$ cat src/rtl/sys_umul_arb_pkg.sv
// sys_umul_arb_pkg: shared FSM state type, requester limit and winner-selection helpers
package sys_umul_arb_pkg;

  localparam int MAX_REQ = 8;

  typedef enum logic [1:0] {IDLE, START, RUN, DONE} state_t;

  function automatic int rr_pick(input logic [MAX_REQ-1:0] req, input int last, input int n);
    int idx;
    rr_pick = last;
    for (int k = MAX_REQ - 1; k >= 0; k--) begin
      idx = (last + 1 + k) % n;
      if (k < n && req[idx]) rr_pick = idx;
    end
  endfunction

  function automatic int fp_pick(input logic [MAX_REQ-1:0] req);
    fp_pick = 0;
    for (int k = MAX_REQ - 1; k >= 0; k--)
      if (req[k]) fp_pick = k;
  endfunction

endpackage

$ cat src/rtl/sys_umul_core.sv
// sys_umul_core: sequential shift-add unsigned multiplier that stops once the remaining mul2 bits are zero
module sys_umul_core
  import sys_umul_arb_pkg::*;
#(
  parameter int NB_MUL1 = 16,
  parameter int NB_MUL2 = 16
) (
  input  logic                       clk,
  input  logic                       reset_n,
  input  logic                       start,
  input  logic [NB_MUL1-1:0]         mul1,
  input  logic [NB_MUL2-1:0]         mul2,
  output logic                       busy,
  output logic                       done,
  output logic [NB_MUL1+NB_MUL2-1:0] result
);

  localparam int NB_RES = NB_MUL1 + NB_MUL2;

  logic [NB_RES-1:0]  r_acc;
  logic [NB_RES-1:0]  r_add;
  logic [NB_MUL2-1:0] r_map;
  logic               r_busy;
  logic               r_done;

  // load on start, then add the shifted multiplicand for each set map bit until the map empties
  always_ff @(posedge clk or negedge reset_n)
    if (!reset_n) begin
      r_acc  <= '0;
      r_add  <= '0;
      r_map  <= '0;
      r_busy <= 1'b0;
      r_done <= 1'b0;
    end else begin
      r_done <= 1'b0;
      if (start) begin
        r_acc  <= '0;
        r_add  <= NB_RES'(mul1);
        r_map  <= mul2;
        r_busy <= 1'b1;
      end else if (r_busy) begin
        if (r_map == '0) begin
          r_busy <= 1'b0;
          r_done <= 1'b1;
        end else begin
          if (r_map[0]) r_acc <= r_acc + r_add;
          r_add <= r_add << 1;
          r_map <= r_map >> 1;
        end
      end
    end

  assign busy   = r_busy;
  assign done   = r_done;
  assign result = r_acc;

endmodule

$ cat src/rtl/sys_umul_arb.sv
// sys_umul_arb: arbitrates NUM_REQ requesters onto one shared multiplier; SYS_UMUL_ARB_FIXED_PRIO_EN selects fixed lowest-index priority instead of round-robin
module sys_umul_arb
  import sys_umul_arb_pkg::*;
#(
  parameter int NUM_REQ = 2,
  parameter int NB_MUL1 = 16,
  parameter int NB_MUL2 = 16,
  localparam int NB_OWN = (NUM_REQ > 1) ? $clog2(NUM_REQ) : 1
) (
  input  logic                       clk,
  input  logic                       reset_n,
  input  logic [NUM_REQ-1:0]         req,
  input  logic [NUM_REQ*NB_MUL1-1:0] mul1,
  input  logic [NUM_REQ*NB_MUL2-1:0] mul2,
  output logic [NUM_REQ-1:0]         gnt,
  output logic [NUM_REQ-1:0]         done,
  output logic [NB_MUL1+NB_MUL2-1:0] result,
  output logic                       busy,
  output logic [NB_OWN-1:0]          owner
);

  state_t                     r_state;
  state_t                     w_state_nxt;
  logic   [NB_OWN-1:0]        r_owner;
  logic   [NB_OWN-1:0]        w_win;
  logic   [NB_MUL1-1:0]       r_op1;
  logic   [NB_MUL2-1:0]       r_op2;
  logic   [NB_MUL1+NB_MUL2-1:0] r_result;
  logic   [NUM_REQ-1:0]       w_onehot;
  logic                       w_core_start;
  logic                       w_core_busy;
  logic                       w_core_done;
  logic   [NB_MUL1+NB_MUL2-1:0] w_core_result;

`ifdef SYS_UMUL_ARB_FIXED_PRIO_EN
  // lowest requesting index wins
  always_comb w_win = NB_OWN'(fp_pick(MAX_REQ'(req)));
`else
  logic [NB_OWN-1:0] r_ptr;

  // search starts one past the last winner and wraps at NUM_REQ
  always_comb w_win = NB_OWN'(rr_pick(MAX_REQ'(req), int'(r_ptr), NUM_REQ));

  // pointer remembers the last winner and moves only on a grant
  always_ff @(posedge clk or negedge reset_n)
    if (!reset_n) r_ptr <= '0;
    else if (r_state == IDLE && |req) r_ptr <= w_win;
`endif

  // FSM state register
  always_ff @(posedge clk or negedge reset_n)
    if (!reset_n) r_state <= IDLE;
    else r_state <= w_state_nxt;

  assign w_onehot = NUM_REQ'(1) << r_owner;

  // next state plus the single-cycle grant, core start and done pulses
  always_comb begin
    w_state_nxt  = r_state;
    w_core_start = 1'b0;
    gnt          = '0;
    done         = '0;
    unique case (r_state)
      IDLE:  w_state_nxt = |req ? START : IDLE;
      START: begin
        w_state_nxt  = RUN;
        w_core_start = 1'b1;
        gnt          = w_onehot;
      end
      RUN:   w_state_nxt = w_core_done ? DONE : RUN;
      DONE:  begin
        w_state_nxt = IDLE;
        done        = w_onehot;
      end
      default: w_state_nxt = IDLE;
    endcase
  end

  // capture winner and its operands at grant, and the product when the core finishes
  always_ff @(posedge clk or negedge reset_n)
    if (!reset_n) begin
      r_owner  <= '0;
      r_op1    <= '0;
      r_op2    <= '0;
      r_result <= '0;
    end else begin
      if (r_state == IDLE && |req) begin
        r_owner <= w_win;
        r_op1   <= mul1[w_win*NB_MUL1 +: NB_MUL1];
        r_op2   <= mul2[w_win*NB_MUL2 +: NB_MUL2];
      end
      if (r_state == RUN && w_core_done) r_result <= w_core_result;
    end

  sys_umul_core #(
    .NB_MUL1 (NB_MUL1),
    .NB_MUL2 (NB_MUL2)
  ) u_core (
    .clk     (clk),
    .reset_n (reset_n),
    .start   (w_core_start),
    .mul1    (r_op1),
    .mul2    (r_op2),
    .busy    (w_core_busy),
    .done    (w_core_done),
    .result  (w_core_result)
  );

  assign busy   = (r_state == START) || (r_state == RUN) || w_core_busy;
  assign result = r_result;
  assign owner  = r_owner;

endmodule
$ cat config.mk
export PLATFORM = sky130hd
export DESIGN_NAME = sys_umul_arb
export DESIGN_NICKNAME = d
export VERILOG_FILES = /design/src/rtl/sys_umul_arb_pkg.sv /design/src/rtl/sys_umul_core.sv /design/src/rtl/sys_umul_arb.sv
export SDC_FILE = /design/constraint.sdc
export NUM_CORES = 1
export LEC_CHECK = 0
export ABC_CLOCK_PERIOD_IN_PS = 2920
export CORE_ASPECT_RATIO = 1.4
export CORE_UTILIZATION = 50
export DETAILED_ROUTE_END_ITERATION = 12
export PLACE_DENSITY = 0.76
export SETUP_SLACK_MARGIN = 0.4
export SYNTH_ARGS = -nofsm -noshare
export SYNTH_HDL_FRONTEND = slang
export SYNTH_SLANG_ARGS = --single-unit
export TNS_END_PERCENT = 30
$ cat constraint.sdc
create_clock -name clk -period 2.92 [get_ports clk]
set_clock_uncertainty 0.1 [all_clocks]
set_input_delay 0.584 -clock clk [delete_from_list [all_inputs] [get_ports clk]]
set_output_delay 0.584 -clock clk [all_outputs]
set_load 0.02 [all_outputs]
# Yosys cells after proc, flatten, opt, wreduce, memory -nomap -nowiden
# Index checks and enable logic that the tools add are counted.
op_classes:
  n_eq_ne: 4
  n_addsub: 3
  n_bitwise: 2
  reduce_logical: 11
  mux: 30
  n_lt_le_gt_ge: 2
  shift: 3
ops:
  columns: ["cell", "count"]
  rows:
  - ["32-bit two-way mux", 7]
  - ["32-bit by 6-bit variable part select with 16-bit output", 2]
  - ["16-bit two-way mux", 3]
  - ["32-bit by 2-bit adder with 32-bit output (second input constant)", 1]
  - ["32-bit adder", 1]
  - ["16-bit logical NOT", 1]
  - ["1-bit two-way mux", 15]
  - ["2-bit by 5-bit < comparator with 1-bit output (second input constant)", 2]
  - ["2-bit one-hot mux with 4 select lines", 1]
  - ["1-bit binary-select mux with 2-bit select", 2]
  - ["2-bit equality test (second input constant)", 2]
  - ["2-bit two-way mux", 2]
  - ["2-bit nonzero test", 2]
  - ["3-bit AND reduction", 1]
  - ["1-bit by 1-bit adder with 2-bit output (second input constant)", 1]
  - ["2-bit by 1-bit equality test with 1-bit output (second input constant)", 1]
  - ["1-bit logical AND", 2]
  - ["2-bit logical NOT", 1]
  - ["1-bit logical OR", 2]
  - ["2-bit by 1-bit != test with 1-bit output (second input constant)", 1]
  - ["2-bit AND reduction", 1]
  - ["2-bit OR reduction", 1]
  - ["1-bit by 1-bit left shift with 2-bit output (first input constant)", 1]
  - ["1-bit AND", 1]
  - ["1-bit AND (first input constant)", 1]
word_totals:
  reg_bits: 149
  wordCells: 65
  output_inout_bits: 38
  in_bits: 68

# Depth between registers and ports, before layout
depth:
  ltp_word: 9
  depth_mapped: 11
  mapped_depth_nobuf: 11

# Cells and area by module
# Synthesis repeated with hierarchy kept, for this count alone.
unflattened:
  cells_unflattened: 854
  area_unflattened_um2: 8185.4
modules_own_cells:
  columns: ["module", "cells_each", "area_each_um2", "seq_area_each_um2", "instances"]
  rows:
  - ["sys_umul_core", 583, 5117.4, 2052.0, 1]
  - ["sys_umul_arb", 271, 3067.9, 1676.6, 1]

# Worst setup path after synthesis
# No wires, ideal clock.
synth_path:
  path_kind: "register to register"
  from: "reg u_core.r_add[0]"
  to: "reg u_core.r_acc[30], in the netlist u_core.result[30]"
  path_buffers: 0
  path_stages_with_launch: 12
  t_arrival_ps: 2551
  synth_period_minus_slack_ps: 2718
  setup_time_ps: 67
  slack_ps: 202
  t_required_ps: 2753
  cell_sequence: "dfrtp_1 ha_1 inv_1 fa_1 nor2b_4 o211ai_4 a31oi_4 a211oi_2 nor4_4 o2111ai_2 a2111oi_2 a311o_1"
synth_between:
  elab_chain_cells: 5
synth_lines:
  columns: ["element", "line_no", "rtl"]
  rows:
  - ["start, declared", "sys_umul_core.sv:21", "logic [NB_RES-1:0] r_add;"]
  - ["start signal, assigned", "sys_umul_core.sv:38", "r_add <= NB_RES'(mul1);"]
  - ["start signal, assigned", "sys_umul_core.sv:47", "r_add <= r_add << 1;"]
  - ["32-bit adder", "sys_umul_core.sv:46", "if (r_map[0]) r_acc <= r_acc + r_add;"]
  - ["32-bit two-way mux", "sys_umul_core.sv:46", null]
  - ["32-bit two-way mux", "sys_umul_core.sv:42", "if (r_map == '0) begin"]
  - ["32-bit two-way mux", "sys_umul_core.sv:41", "end else if (r_busy) begin"]
  - ["32-bit two-way mux", "sys_umul_core.sv:36", "if (start) begin"]
  - ["end signal, assigned", "sys_umul_core.sv:46", null]
  - ["end, declared", "sys_umul_core.sv:20", "logic [NB_RES-1:0] r_acc;"]
# No other way between the ends. The select of a mux whose other input is x is not followed.
# A chain may end at the register's enable or synchronous reset.

# Worst setup path in the final report
layout_path:
  from: "reg u_core.r_acc[0], in the netlist u_core.result[0]"
  to: "reg u_core.r_acc[26], in the netlist u_core.result[26]"
layout_between:
  elab_chain_cells: 5
layout_lines:
  columns: ["element", "line_no"]
  rows:
  - ["32-bit adder", "sys_umul_core.sv:46"]
  - ["32-bit two-way mux", "sys_umul_core.sv:46"]
  - ["32-bit two-way mux", "sys_umul_core.sv:42"]
  - ["32-bit two-way mux", "sys_umul_core.sv:41"]
  - ["32-bit two-way mux", "sys_umul_core.sv:36"]
# No other way between the ends. The select of a mux whose other input is x is not followed.

==> impl_metrics.csv <==
group,metric,value,unit
yosys,ys_ff_latch,149,
yosys,synth_compound_area_share,16.52,%
clocking,clock_path_buffers,2,
floorplanning,dieArea,0.01628,mm²
route,firstDrtPassIters,6,
route,drt_iter0_markers,339,
timing,fmax,359.0,MHz
final_layout,nets,1035,
pwr,p_int,6.336,mW
critical_path,r2r_start,"u_core.result[0]$_DFFE_PN0P_",
critical_path,crit_type,"flop to flop",
final_layout,final_cell_mix,"157 x nand2_1, 145 x dfrtp_1, 103 x clkdlybuf4s50_1",
yosys,synthCells,806,
timing,rsz0062_at_grt,"true",
critical_path,critPathMostFrequentCell,"buf_4",
yosys,synth-edff-count,0,
pwr,p_per_area,1029,mW/mm²
global_route,grt_usage,23.72,%
floorplanning,fp.dieW,108.1,µm
clocking,clkSinkCount,149,
critical_path,slowest_stage,"dfrtp_1",
route,drc,0,
timing,slew_violations,0,
final_layout,syn_to_final_growth,31.06,%
yosys,async_reset_ff_share,100.0,%
yosys,yosysWarningCount,0,
yosys,synth-xor-area-share,2.000,%
critical_path,worstPathCellList,"ha_2 -> inv_2 -> fa_2 -> nor2b_4 -> o211ai_4 -> a31oi_4 -> a211oi_4 -> nor4_4 -> buf_4 -> buf_4 -> nor2_2 -> o311ai_1 -> o211ai_1",
yosys,synth_flop_cell,"dfrtp_1",
critical_path,cp.required,3.11,ns
final_layout,drive_above_1_share,17.48,%
yosys,seq_area_frac_synth,47.30,%
hold_path,holdPathStages,2,
hold_path,hold_start,"result[31]$_DFFE_PN0P_",
global_route,antenna_found_initial,0,
pwr,clkPwrFrac,20.5,%
yosys,avgSynthCellArea,9.780,µm²
final_layout,num_antenna_cells,0,
placement,place.gp.congestion,0.9599,
critical_path,timing.critical_path.buf_inv,3,
timing,hold_viol,0,
pwr,switchingPower,4.292,mW
floorplanning,ios,106,
critical_path,critical_path_arrival,2.97,ns
floorplanning,die_h,150.6,µm
timing,whs,0.3786,ns
placement,hpwl,12.59,mm
pwr,power.leakage,4.542,nW
route,num_vias,6397,
pwr,irDropWorstVdd,0.0006269,V
critical_path,ff2ff_path_depth,13,
hold_path,min_to,"result[31]$_DFFE_PN0P_",
pwr,p_sw_share,40.38,%
route,wirelength,18.44,mm
timing,fin_crit_sh,95.41,%
job,drv_cap,0,
global_route,grt_first_pass_wirelength,29.87,mm
global_route,grt_max_degree,58,
pwr,pwr-share-seq,34.1,%
route,avgRoutedWirePerCell,16.23,µm
global_route,grt_pass1_vias,6254,
yosys,muxShareOfSynthArea,12.16,%
yosys,syn-num-nets,910,
yosys,netlist_area,0.007883,mm²
yosys,synth_top_family_by_area,"compound AO/OA/AOI/OAI gates",
clocking,htree_levels,4,
critical_path,cp-end-kind,"flop",
timing,min_period,2.786,ns
critical_path,worstPathMaxFanout,4,
clocking,cts_tree,"yes",
critical_path,crit_family,"compound AO/OA/AOI/OAI gates",
clocking,insertion_delay,0.42,ns
timing,tightest_slew,0.6714,ns
timing,tns,0,ns
clocking,cts_root_buf,"clkbuf_16",
floorplanning,rows,53,
clocking,cts.clk_slew.worst_paths,0.07,ns
route,viasPerCell,5.631,
yosys,synth_cell_types,56,
pwr,power_frac_comb,45.5,%
global_route,grt_overflow,0,
final_layout,fillers,1121,
yosys,synth-simple-area-share,13.38,%
critical_path,rr_endpoint,"u_core.result[26]$_DFFE_PN0P_",
placement,port_buffers,105,
route,ant_nets,0,
clocking,cts_made_buffers,17,
yosys,yosys.area_share.adder,5.810,%
timing,setup_viol,0,
critical_path,r2r_setup_slack,0.13,ns
critical_path,max_stage_delay,0.37,ns
timing,slew_headroom,55.13,%
floorplanning,start_util,51.91,%
final_layout,mostFrequentLayoutCell,"nand2_1",
hold_path,hp-class,"flop to flop",
status,status,"finished, final reports clean",
critical_path,startpoint_type,"flop",
floorplanning,core_area,0.01519,mm²
## power by group through the flow
stage / clock (mW) / combinational [mW] / sequential (mW)
global placement: 0 / 4.31 / 3.55
global route: 2.30 / 5.33 / 3.73
CTS: 2.21 / 4.46 / 3.55
finish: 2.18 / 4.83 / 3.62
detailed placement: 0 / 4.42 / 3.58
floorplan: 0 / 2.90 / 3.56
## worst reg2reg max path, delay by kind of cell (launching register included)
family	cells	cell delay, ns
AND/OR/NAND/NOR	3	0.56
flip-flops	1	0.37
AO/OA/AOI/OAI	5	0.77
adder cells (fa/ha/maj)	2	0.55
buffers and inverters	3	0.29
## layout make-up
class / instances / area (µm²) / area share (%)
flip-flops and latches: 149 / 3734 / 36.14
clock inverters: 13 / 140.1 / 1.356
multi-input cells: 599 / 4265 / 41.29
well taps: 192 / 240.2 / 2.325
repair buffers: 150 / 1446 / 14.00
clock buffers: 19 / 452.9 / 4.384
inverters: 14 / 52.55 / 0.5087
## Yosys cell counts, types with 7 or more instances
| master | n | area, µm² |
|---|---|---|
| dfrtp_1 | 149 | 3729 |
| nand4_1 | 7 | 43.79 |
| mux2i_1 | 62 | 620.6 |
| nand3_1 | 13 | 65.06 |
| o21ai_0 | 99 | 495.5 |
| a21oi_1 | 54 | 270.3 |
| inv_1 | 14 | 52.55 |
| and2_1 | 7 | 43.79 |
| clkbuf_1 | 38 | 142.6 |
| mux2_2 | 30 | 337.8 |
| xor2_1 | 8 | 70.07 |
| a21o_1 | 14 | 105.1 |
| nand2_1 | 157 | 589.3 |
| a211oi_1 | 7 | 52.55 |
| xnor2_1 | 10 | 87.58 |
| ha_1 | 35 | 437.9 |
| nor2_1 | 17 | 63.81 |
## cells by family after synthesis
group	count (synthesis)
AO/OA/AOI/OAI	217
XOR/XNOR	18
adder cells (fa/ha/maj)	36
buffers and inverters	58
flip-flops	149
multiplexers	92
AND/OR/NAND/NOR	236
## worst max-delay path by stage
stage | start | endpoint | depth (start not counted)
5_1_grt | u_core.result[0]$_DFFE_PN0P_ | u_core.result[26]$_DFFE_PN0P_ | 13
3_3_place_gp | u_core.r_add[0]$_DFFE_PN0P_ | u_core.result[30]$_DFFE_PN0P_ | 11
6_report | u_core.result[0]$_DFFE_PN0P_ | u_core.result[26]$_DFFE_PN0P_ | 13
3_5_place_dp | u_core.r_add[0]$_DFFE_PN0P_ | u_core.result[30]$_DFFE_PN0P_ | 11
2_1_floorplan | u_core.r_add[0]$_DFFE_PN0P_ | u_core.result[28]$_DFFE_PN0P_ | 11
4_1_cts | u_core.result[0]$_DFFE_PN0P_ | u_core.result[30]$_DFFE_PN0P_ | 11
## metal layers
metal,up-vias,track usage [%],wire length [µm]
li1,3115,-,-
met1,3050,28.77,7582
met2,188,41.15,9547
met3,44,4.286,826
met4,0,9.795,484
met5,-,0,0
## state kept, by name, summed over array words and instances, names as in the netlist
signal / count
u_core.done: 1
u_core.busy: 1
r_ptr: 1
u_core.r_map: 16
r_op1: 16
u_core.r_add: 32
r_state: 2
r_op2: 16
u_core.result: 32
result: 32
## timing repair
action                                  CTS  global route
resized for setup                         4            46
hold buffers                              1             0
endpoints found under the setup margin   16            22
setup buffers                             9            13
hold endpoints to repair                 32             0
pin swaps                                 9            20
## through the flow
stage / power (mW) / worst slack, ns / instance area, µm² / utilization, % / instances
floorplan: 6.460 / 0.3912 / 7904 / - / 806
global placement: 7.864 / 0.2672 / 9279 / 61.10 / 1081
detailed placement: 7.992 / 0.2021 / 9279 / 61.10 / 1081
CTS: 10.22 / 0.2615 / 9952 / 65.54 / 1123
global route: 11.35 / 0.01996 / 10330 / 68.03 / 1136
finish: 10.63 / 0.1342 / 10330 / 68.03 / 1136
(Power assumes the default switching activity.)
